### src/rtl/cam_pkg.sv
// ---------------------------------------------------------------------------
// cam_pkg -- shared definitions for the CAM subarray controller.
//   * Command op encodings (write/update, five search flavours, reserved).
//   * FSM state type and state constants.
//   * Array geometry: ROWS x COLS, plus the derived row-address width.
//   * is_search(): true for the five search ops.
// ---------------------------------------------------------------------------
package cam_pkg;

  localparam logic [2:0] OP_WRITE   = 3'b000;
  localparam logic [2:0] OP_UPDATE  = 3'b001;
  localparam logic [2:0] OP_SRCH_C  = 3'b010;
  localparam logic [2:0] OP_SRCH_P  = 3'b011;
  localparam logic [2:0] OP_SRCH_CC = 3'b100;
  localparam logic [2:0] OP_SRCH_PP = 3'b101;
  localparam logic [2:0] OP_SRCH_CP = 3'b110;
  localparam logic [2:0] OP_RSVD    = 3'b111;

  localparam int ROWS   = 36;
  localparam int COLS   = 32;
  localparam int PPG_AW = $clog2(ROWS);

  typedef logic [1:0] state_t;
  localparam state_t ST_IDLE  = 2'd0;
  localparam state_t ST_ISSUE = 2'd1;
  localparam state_t ST_WAIT  = 2'd2;
  localparam state_t ST_RESP  = 2'd3;

  function automatic logic is_search(input logic [2:0] op);
    case (op)
      OP_SRCH_C, OP_SRCH_P, OP_SRCH_CC, OP_SRCH_PP, OP_SRCH_CP: return 1'b1;
      default: return 1'b0;
    endcase
  endfunction

endpackage

### src/rtl/cam_ctrl_sweep.sv
// ---------------------------------------------------------------------------
// cam_ctrl_sweep -- address stepper and tag OR-accumulator for sweep searches.
// Only instantiated when CAM_CTRL_SWEEP_EN is defined.
//   clk, rst   : clock, asynchronous active-high reset
//   start      : command accepted; loads pass count, base address, clears OR
//   sweep_n    : extra passes after the first (0 = single pass)
//   base_lo    : cmp_addr[4:0] of the accepted command
//   pass_done  : last WAIT cycle of a pass (tag_out valid this cycle)
//   tag_out    : subarray match vector
//   addr_lo    : cmp_addr[4:0] to present for the current pass
//   last_pass  : the current pass is the final one
//   tag_or     : OR of all earlier passes' tags with the live tag_out
// ---------------------------------------------------------------------------
module cam_ctrl_sweep #(
  parameter int SWEEP_W = 5
) (
  input  logic               clk,
  input  logic               rst,
  input  logic               start,
  input  logic [SWEEP_W-1:0] sweep_n,
  input  logic [4:0]         base_lo,
  input  logic               pass_done,
  input  logic [31:0]        tag_out,
  output logic [4:0]         addr_lo,
  output logic               last_pass,
  output logic [31:0]        tag_or
);

  logic [SWEEP_W-1:0] remain_reg;
  logic [4:0]         addr_lo_reg;
  logic [31:0]        acc_reg;

  always_ff @(posedge clk or posedge rst) begin
    if (rst) begin
      remain_reg  <= '0;
      addr_lo_reg <= '0;
      acc_reg     <= '0;
    end else if (start) begin
      remain_reg  <= sweep_n;
      addr_lo_reg <= base_lo;
      acc_reg     <= '0;
    end else if (pass_done && !last_pass) begin
      // Address only steps between passes so it holds after the final one.
      remain_reg  <= remain_reg - SWEEP_W'(1);
      addr_lo_reg <= addr_lo_reg + 5'd1;
      acc_reg     <= acc_reg | tag_out;
    end
  end

  assign addr_lo   = addr_lo_reg;
  assign last_pass = (remain_reg == '0);
  assign tag_or    = acc_reg | tag_out;

endmodule

### src/rtl/cam_subarray_ctrl.sv
// ---------------------------------------------------------------------------
// cam_subarray_ctrl -- command/response front end for one CAM subarray.
// Build option: CAM_CTRL_SWEEP_EN enables multi-pass sweep searches.
//   CLK, RST         : clock, asynchronous active-high reset
//   cmd_*            : command channel (valid/ready), fields registered on accept
//   rsp_*            : response channel (valid/ready), tag + error flag
//   data_in..addr_select, operation_mode, chip_enable : subarray drive
//   tag_out          : subarray match vector, sampled on last WAIT cycle
// Flow: IDLE -> ISSUE -> RESP (write/update), IDLE -> ISSUE -> WAIT x
// SEARCH_LAT -> RESP (search), IDLE -> RESP (reserved op, error).
// ---------------------------------------------------------------------------
module cam_subarray_ctrl
  import cam_pkg::*;
#(
  parameter int SEARCH_LAT = 1,
  parameter int SWEEP_W    = 5
) (
  input  logic               CLK,
  input  logic               RST,
  input  logic               cmd_valid,
  output logic               cmd_ready,
  input  logic [2:0]         cmd_op,
  input  logic [COLS-1:0]    cmd_data,
  input  logic [31:0]        cmd_tag,
  input  logic [9:0]         cmd_cmp_addr,
  input  logic [PPG_AW-1:0]  cmd_ppg_addr,
  input  logic [1:0]         cmd_cmp_data,
  input  logic [1:0]         cmd_ppg_data,
  input  logic               cmd_addr_select,
  input  logic [SWEEP_W-1:0] cmd_sweep,
  output logic               rsp_valid,
  input  logic               rsp_ready,
  output logic [31:0]        rsp_tag,
  output logic               rsp_err,
  output logic [COLS-1:0]    data_in,
  output logic               update_signal,
  output logic [9:0]         cmp_addr,
  output logic [PPG_AW-1:0]  ppg_addr,
  output logic [1:0]         cmp_data,
  output logic [1:0]         ppg_data,
  output logic [31:0]        tag_in,
  output logic               addr_select,
  output logic [2:0]         operation_mode,
  output logic               chip_enable,
  input  logic [31:0]        tag_out
);

  localparam logic [2:0] LAT_LAST = 3'(SEARCH_LAT - 1);

  state_t              state_reg;
  logic                live_reg;
  logic [2:0]          op_reg;
  logic [2:0]          wait_cnt_reg;
  logic [COLS-1:0]     data_reg;
  logic [31:0]         tag_in_reg;
  logic [9:0]          cmp_addr_reg;
  logic [PPG_AW-1:0]   ppg_addr_reg;
  logic [1:0]          cmp_data_reg;
  logic [1:0]          ppg_data_reg;
  logic                addr_sel_reg;
  logic [31:0]         rsp_tag_reg;
  logic                rsp_err_reg;

  logic                accept;
  logic                pass_end;
  logic                final_pass;
  logic [31:0]         final_tag;

  // live_reg keeps cmd_ready low until the first edge after reset release.
  assign cmd_ready = (state_reg == ST_IDLE) && live_reg;
  assign accept    = cmd_valid && cmd_ready;
  assign pass_end  = (state_reg == ST_WAIT) && (wait_cnt_reg == LAT_LAST);

`ifdef CAM_CTRL_SWEEP_EN
  logic [4:0] sweep_addr_lo;
  logic       unused_cmp_lo;

  cam_ctrl_sweep #(.SWEEP_W(SWEEP_W)) u_sweep (
    .clk       (CLK),
    .rst       (RST),
    .start     (accept && (cmd_op != OP_RSVD)),
    .sweep_n   (is_search(cmd_op) ? cmd_sweep : '0),
    .base_lo   (cmd_cmp_addr[4:0]),
    .pass_done (pass_end),
    .tag_out   (tag_out),
    .addr_lo   (sweep_addr_lo),
    .last_pass (final_pass),
    .tag_or    (final_tag)
  );

  assign cmp_addr      = {cmp_addr_reg[9:5], sweep_addr_lo};
  assign unused_cmp_lo = ^cmp_addr_reg[4:0];
`else
  logic unused_sweep;

  assign cmp_addr     = cmp_addr_reg;
  assign final_pass   = 1'b1;
  assign final_tag    = tag_out;
  assign unused_sweep = ^cmd_sweep;
`endif

  always_ff @(posedge CLK or posedge RST) begin
    if (RST) begin
      state_reg    <= ST_IDLE;
      live_reg     <= 1'b0;
      op_reg       <= '0;
      wait_cnt_reg <= '0;
      data_reg     <= '0;
      tag_in_reg   <= '0;
      cmp_addr_reg <= '0;
      ppg_addr_reg <= '0;
      cmp_data_reg <= '0;
      ppg_data_reg <= '0;
      addr_sel_reg <= 1'b0;
      rsp_tag_reg  <= '0;
      rsp_err_reg  <= 1'b0;
    end else begin
      live_reg <= 1'b1;
      case (state_reg)
        ST_IDLE: begin
          if (accept) begin
            op_reg      <= cmd_op;
            rsp_tag_reg <= '0;
            rsp_err_reg <= (cmd_op == OP_RSVD);
            if (cmd_op == OP_RSVD) begin
              // Reserved op never touches the subarray; drive fields hold.
              state_reg <= ST_RESP;
            end else begin
              data_reg     <= cmd_data;
              tag_in_reg   <= cmd_tag;
              cmp_addr_reg <= cmd_cmp_addr;
              ppg_addr_reg <= cmd_ppg_addr;
              cmp_data_reg <= cmd_cmp_data;
              ppg_data_reg <= cmd_ppg_data;
              addr_sel_reg <= cmd_addr_select;
              state_reg    <= ST_ISSUE;
            end
          end
        end
        ST_ISSUE: begin
          wait_cnt_reg <= '0;
          if (op_reg == OP_WRITE || op_reg == OP_UPDATE) begin
            state_reg <= ST_RESP;
          end else begin
            state_reg <= ST_WAIT;
          end
        end
        ST_WAIT: begin
          if (pass_end) begin
            if (final_pass) begin
              rsp_tag_reg <= final_tag;
              state_reg   <= ST_RESP;
            end else begin
              state_reg <= ST_ISSUE;
            end
          end else begin
            wait_cnt_reg <= wait_cnt_reg + 3'd1;
          end
        end
        ST_RESP: begin
          if (rsp_ready) begin
            state_reg <= ST_IDLE;
          end
        end
        default: state_reg <= ST_IDLE;
      endcase
    end
  end

  assign chip_enable    = (state_reg == ST_ISSUE) || (state_reg == ST_WAIT);
  assign update_signal  = (state_reg == ST_ISSUE);
  assign operation_mode = chip_enable ? op_reg : 3'b000;
  assign rsp_valid      = (state_reg == ST_RESP);
  assign rsp_tag        = rsp_tag_reg;
  assign rsp_err        = rsp_err_reg;
  assign data_in        = data_reg;
  assign tag_in         = tag_in_reg;
  assign ppg_addr       = ppg_addr_reg;
  assign cmp_data       = cmp_data_reg;
  assign ppg_data       = ppg_data_reg;
  assign addr_select    = addr_sel_reg;

endmodule

### config.mk
export PLATFORM = sky130hd
export DESIGN_NAME = cam_subarray_ctrl
export DESIGN_NICKNAME = d
export VERILOG_FILES = /design/src/rtl/cam_pkg.sv /design/src/rtl/cam_ctrl_sweep.sv /design/src/rtl/cam_subarray_ctrl.sv
export SDC_FILE = /design/constraint.sdc
export NUM_CORES = 1
export LEC_CHECK = 0
export BUFFER_PORTS_ARGS = -buffer_cell sky130_fd_sc_hd__buf_2
export CAP_MARGIN = 20
export CORE_UTILIZATION = 49
export CTS_CLUSTER_DIAMETER = 150
export DETAILED_ROUTE_END_ITERATION = 10
export PLACE_DENSITY_LB_ADDON = 0.1
export SLEW_MARGIN = 5
export SYNTH_ARGS = -nofsm -noshare
export SYNTH_HDL_FRONTEND = slang
export SYNTH_HIERARCHICAL = 1
export SYNTH_SLANG_ARGS = --single-unit
### constraint.sdc
create_clock -name CLK -period 5.8 [get_ports CLK]
set_input_delay 0 -clock CLK [delete_from_list [all_inputs] [get_ports CLK]]
set_output_delay 0 -clock CLK [all_outputs]
set_load 0.03 [all_outputs]
[Word level (Yosys, flattened, before mapping)]
Cells that the tools add are included.
W data, S select, Z words.
Word-level totals
  logic and storage cells: 51
  output and inout port bits: 125
  flip-flop bits (word level): 127
  input bits: 129
Operators by class
  bitwise gates (word level): 1
  add/subtract/negate cells: 1
  mux-type cells: 12
  reduce and logical (&&, ||, !) cells: 15
  equal/unequal tests: 9
Operator list (number)
  $mux W32: 2
  $pmux W32 S2: 1
  $reduce_and A3 Y1: 3
  $mux W2: 4
  $pmux W2 S4: 1
  $logic_not A3 Y1: 2
  $mux W3: 2
  $ne A2 B2 Y1 const B: 3
  $pmux W3 S2: 1
  $eq A2 B2 Y1 const B: 2
  $reduce_and A2 Y1: 2
  $reduce_bool A2 Y1: 2
  $add A3 B1 Y3 const B: 1
  $eq A3 B1 Y1 const B: 1
  $eq A3 B3 Y1 const B: 1
  $logic_and A1 B1 Y1: 3
  $eq A2 B1 Y1 const B: 1
  $logic_not A2 Y1: 1
  $logic_or A1 B1 Y1: 2
  $ne A2 B1 Y1 const B: 1
  $mux W1: 1
  $not A1 Y1: 1

[Logic depth before layout (Yosys ltp)]
  depth in word-level cells: 5
  mapped depth: 8
  gate-level depth less buffers: 5

[Worst setup path after synthesis]
No wires, ideal clock.
  path kind: register to register
  start point: register state_reg[0]
  end point: register cmp_addr_reg[0] (netlist: cmp_addr[0])
  data required time: 5675 ps
  period minus slack after synthesis: 1842 ps
  buffers on the path: 3
  arrival time: 1717 ps
  cell stages (with the launch flop): 9
  library setup time: 125 ps
  slack: 3958 ps
  cells stage by stage: dfrtp_1 > inv_1 > ha_1 > nand3_2 > a31o_1 > buf_6 > buf_8 > buf_8 > mux2_4
On the way
  longest elaborated chain between the ends: 4
RTL lines
  start: declaration: line cam_subarray_ctrl.sv:50  | state_t state_reg;
  start signal: assignment: line cam_subarray_ctrl.sv:104  | state_reg <= ST_IDLE;
  start signal: assignment: line cam_subarray_ctrl.sv:127  | state_reg <= ST_RESP;
  start signal: assignment: line cam_subarray_ctrl.sv:136  | state_reg <= ST_ISSUE;
  $logic_not A2 Y1 (*): line cam_subarray_ctrl.sv:70, cam_subarray_ctrl.sv:119
  $logic_and A1 B1 Y1: line cam_subarray_ctrl.sv:70  | assign cmd_ready = (state_reg == ST_IDLE) && live_reg;
  $logic_and A1 B1 Y1: line cam_subarray_ctrl.sv:71  | assign accept = cmd_valid && cmd_ready;
  $reduce_and A3 Y1 (no line) (*)
  end signal: assignment: line cam_subarray_ctrl.sv:131  | cmp_addr_reg <= cmd_cmp_addr;
  end: declaration: line cam_subarray_ctrl.sv:56  | logic [9:0] cmp_addr_reg;
Mark *: on every way between the ends. The rest lies on a longest branch, timed or not.
A chain may end at the register's enable or synchronous reset.

[Final worst setup path]
  start point: register state_reg[0]
  end point: register data_reg[8] (netlist: data_in[8])
On the way
  longest elaborated chain between the ends: 4
RTL lines
  $logic_not A2 Y1 (*): line cam_subarray_ctrl.sv:70, cam_subarray_ctrl.sv:119
  $logic_and A1 B1 Y1: line cam_subarray_ctrl.sv:70
  $logic_and A1 B1 Y1: line cam_subarray_ctrl.sv:71
  $reduce_and A3 Y1 (no line) (*)
  end signal: assignment: line cam_subarray_ctrl.sv:129  | data_reg <= cmd_data;
  end: declaration: line cam_subarray_ctrl.sv:54  | logic [COLS-1:0] data_reg;
Marks and branches as above.

==> key figures <==
Status
  • Outcome: completed

Synth
  • Synth warnings: 6
  • Mean Syn Cell Area: 16.5 µm²
  • Top post-synthesis cells by area: dfrtp_1, mux2_4, mux2_2, a22o_1, ha_1
  • Synth cell types: 31
  • Synth Area in XOR/XNOR: 0.00172
  • Post-synth ARST share: 1.00
  • Synth Area in Adders: 0.0172
  • Synth cell count leaders: dfrtp_1, mux2_2, mux2_4
  • FF+latch count, synth: 127
  • Yosys top cell by area: dfrtp_1
  • Top FF cell, synth: dfrtp_1
  • Synth Area in Compound Gates: 0.0726
  • Number of synthesized flops with an enable pin: 0
  • Multiplexer share of the synthesized area: 0.230
  • Largest family of logic cells by synthesized area: multiplexers
  • Syn Std Cell Area: 0.00508 mm²
  • Most frequent cell after synthesis: dfrtp_1
  • Syn Inst Count: 308
  • Synth top area share: 0.625
  • Simple-gate share of the synthesized area: 0.0172
  • Sequential share of the synthesized area: 0.625
  • Synth Net Count: 444

Cells and area
  • Layout area overhead: 62.7%
  • Fill cells: 520
  • Net count, final: 823
  • # diodes: 0
  • Ratio of cells with drive above 1 in the final layout: 0.534

CTS
  • Num CTS Buffers: 17
  • Clock Latency Late Sink: 0.52 ns
  • CTS HTree Levels: 4
  • TritonCTS Sinks: 127
  • Max Root-Sink Buffers: 2
  • CTS tree: yes
  • Worst-path clk slew: 0.06 ns
  • Post-CTS setup buffers: 0
  • Root Driver: clkbuf_8

Placement
  • IO Port Bufs: 248
  • Dpl ws: 3.06 ns
  • GP Congestion: 0.743
  • Post-DP HPWL: 8.01 mm

STA
  • Final Cycle Share: 0.476
  • Setup tns final: 0 ns
  • Setup Skew: 0.00827 ns
  • Min Tclk post-route: 2.76 ns
  • Slew Limit Fails: 0
  • Worst Tran Pin Value: 1.00 ns
  • Setup WS post-layout: 3.04 ns
  • Hold Vio Cnt, Final: 0
  • Final Setup Violations: 0
  • Rel. slew slack: 0.333
  • Fmax: 362 MHz
  • RSZ-0062 raised after global routing: false

Critical path
  • Slowest CP cell: a31o_4
  • CP arrival: 3.16 ns
  • Kind of critical path: reg2reg
  • Buf/Inv on CP: 2
  • Slowest stage delay, CP: 0.65 ns
  • Crit path max fanout: 44
  • WP data required: 6.20 ns
  • Crit-path cells: inv_1 > ha_1 > nand3_2 > a31o_4 > buf_4 > mux2_2
  • Crit path launch type: register
  • Delay-heaviest family, CP: buffers and inverters
  • Crit end category: register

Drt
  • DR WL met2: 8.13 mm
  • Final wirelength: 15.1 mm
  • Met1 wire length: 5.50 mm
  • Highest metal used: met4
  • Post-DR vias/cell: 4.94
  • DRT Pass-1 Iters: 4
  • DR iter-0 viols: 160
  • Antenna Nets Post-Route: 0
  • DR WL/cell: 18.1 µm
  • Met3 wire length: 969 µm
  • Via count: 4,116
  • Drt drc: 0

GRT
  • Initial antenna violation count: 0
  • Total track usage: 0.296
  • First-pass GRT wire length: 24.2 mm
  • Vias in the first global route: 4,588
  • GR Overflow Total: 0
  • Largest net degree at the start of global routing: 68

Pwr
  • Maximum vdd ir drop: 0.323 mV
  • Leak Pwr: 0.00431 µW
  • Cell area power density: 592 mW/mm²

Floorplan
  • Die X: 104 µm
  • Die Height: 104 µm
  • Core ar.: 0.00991 mm²
  • IO Count: 254
  • Area of the die: 0.0108 mm²
  • Site row count: 36
  • Initial core utilization: 0.513

Min path
  • Hold Crit Class: in2async

Flow run
  • Max-Cap Viols: 0
==> layout by cell type, fill, tap and decap left out, types with 4 or more instances in the layout <==
cell type      count
buf_2            248
dfrtp_1          127
dlygate4sd3_1    126
mux2_2            49
mux2_4            39
a22o_1            33
clkbuf_16         16
ha_1               7
clkbuf_8           7
inv_1              6
and2_1             4
==> metal layers <==
metal | global-route usage | vias up
met5 | 0 | -
met4 | 0.138 | 0
met3 | 0.0856 | 45
met2 | 0.542 | 190
met1 | 0.311 | 2018
li1 | - | 1863
==> report_power, final <==
part	internal [µW]	switching [µW]
logic	868	1410
clock network	724	379
registers	1290	230
total	2880	2020
==> area by class of cell <==
class / instances / area [µm²] / area share
clock buffer: 24 / 500 / 0.0605
tap: 133 / 166 / 0.0201
sequential: 127 / 3180 / 0.384
inverter: 7 / 28.8 / 0.00348
multi-input combinational: 157 / 1740 / 0.210
timing repair buffer: 377 / 2530 / 0.306
clock inverter: 8 / 126 / 0.0153
==> path summary, 6_finish.rpt <==
path / depth (start not counted) / endpoint / slack (ns) / from
max in group asynchronous: 4 / data_in[25] / 4.30 / RST
min in group CLK: 3 / rsp_tag[8] / 0.23 / tag_out[8]
worst min-delay path: 3 / ppg_data[0] / 0.19 / RST
worst max-delay path: 6 / data_in[8] / 3.04 / state_reg[0]
worst max register to register: 6 / data_in[8] / 3.04 / state_reg[0]
worst min register to register: 1 / data_in[28] / 0.50 / data_in[28]
==> kinds of logic after synthesis <==
kind of cell / Yosys count
flops: 127
mux: 91
compound gates: 43
buf+inv: 24
simple gates: 14
fa+ha+maj: 7
other cells: 1
xor+xnor: 1
==> through the flow <==
step | hold slack (ns) | instance area [µm²] | utilization | power [µW] | instances
final | 0.186 | 8270 | 0.834 | 4890 | 833
after global routing | 0.225 | 8270 | 0.834 | 5110 | 833
after CTS | 0.174 | 8270 | 0.834 | 4840 | 833
after detailed placement | 0.179 | 6380 | 0.644 | 3650 | 675
after global placement | 0.173 | 6360 | 0.642 | 3590 | 674
after floorplan | 0.133 | 5080 | - | 3050 | 308
==> worst min-delay path, cell delays in order <==
cell and delay, ns:
dlygate4sd3_1 0.54, buf_2 0.14, inv_4 0.53
==> timing repair <==
item | 4_1_cts | 5_1_grt
endpoints found under the hold margin | 183 | 0
gates resized for setup | 0 | 0
hold buffers | 126 | 0
endpoints found under the setup margin | 0 | 0
No activity file was read; power rests on OpenSTA's default activity.
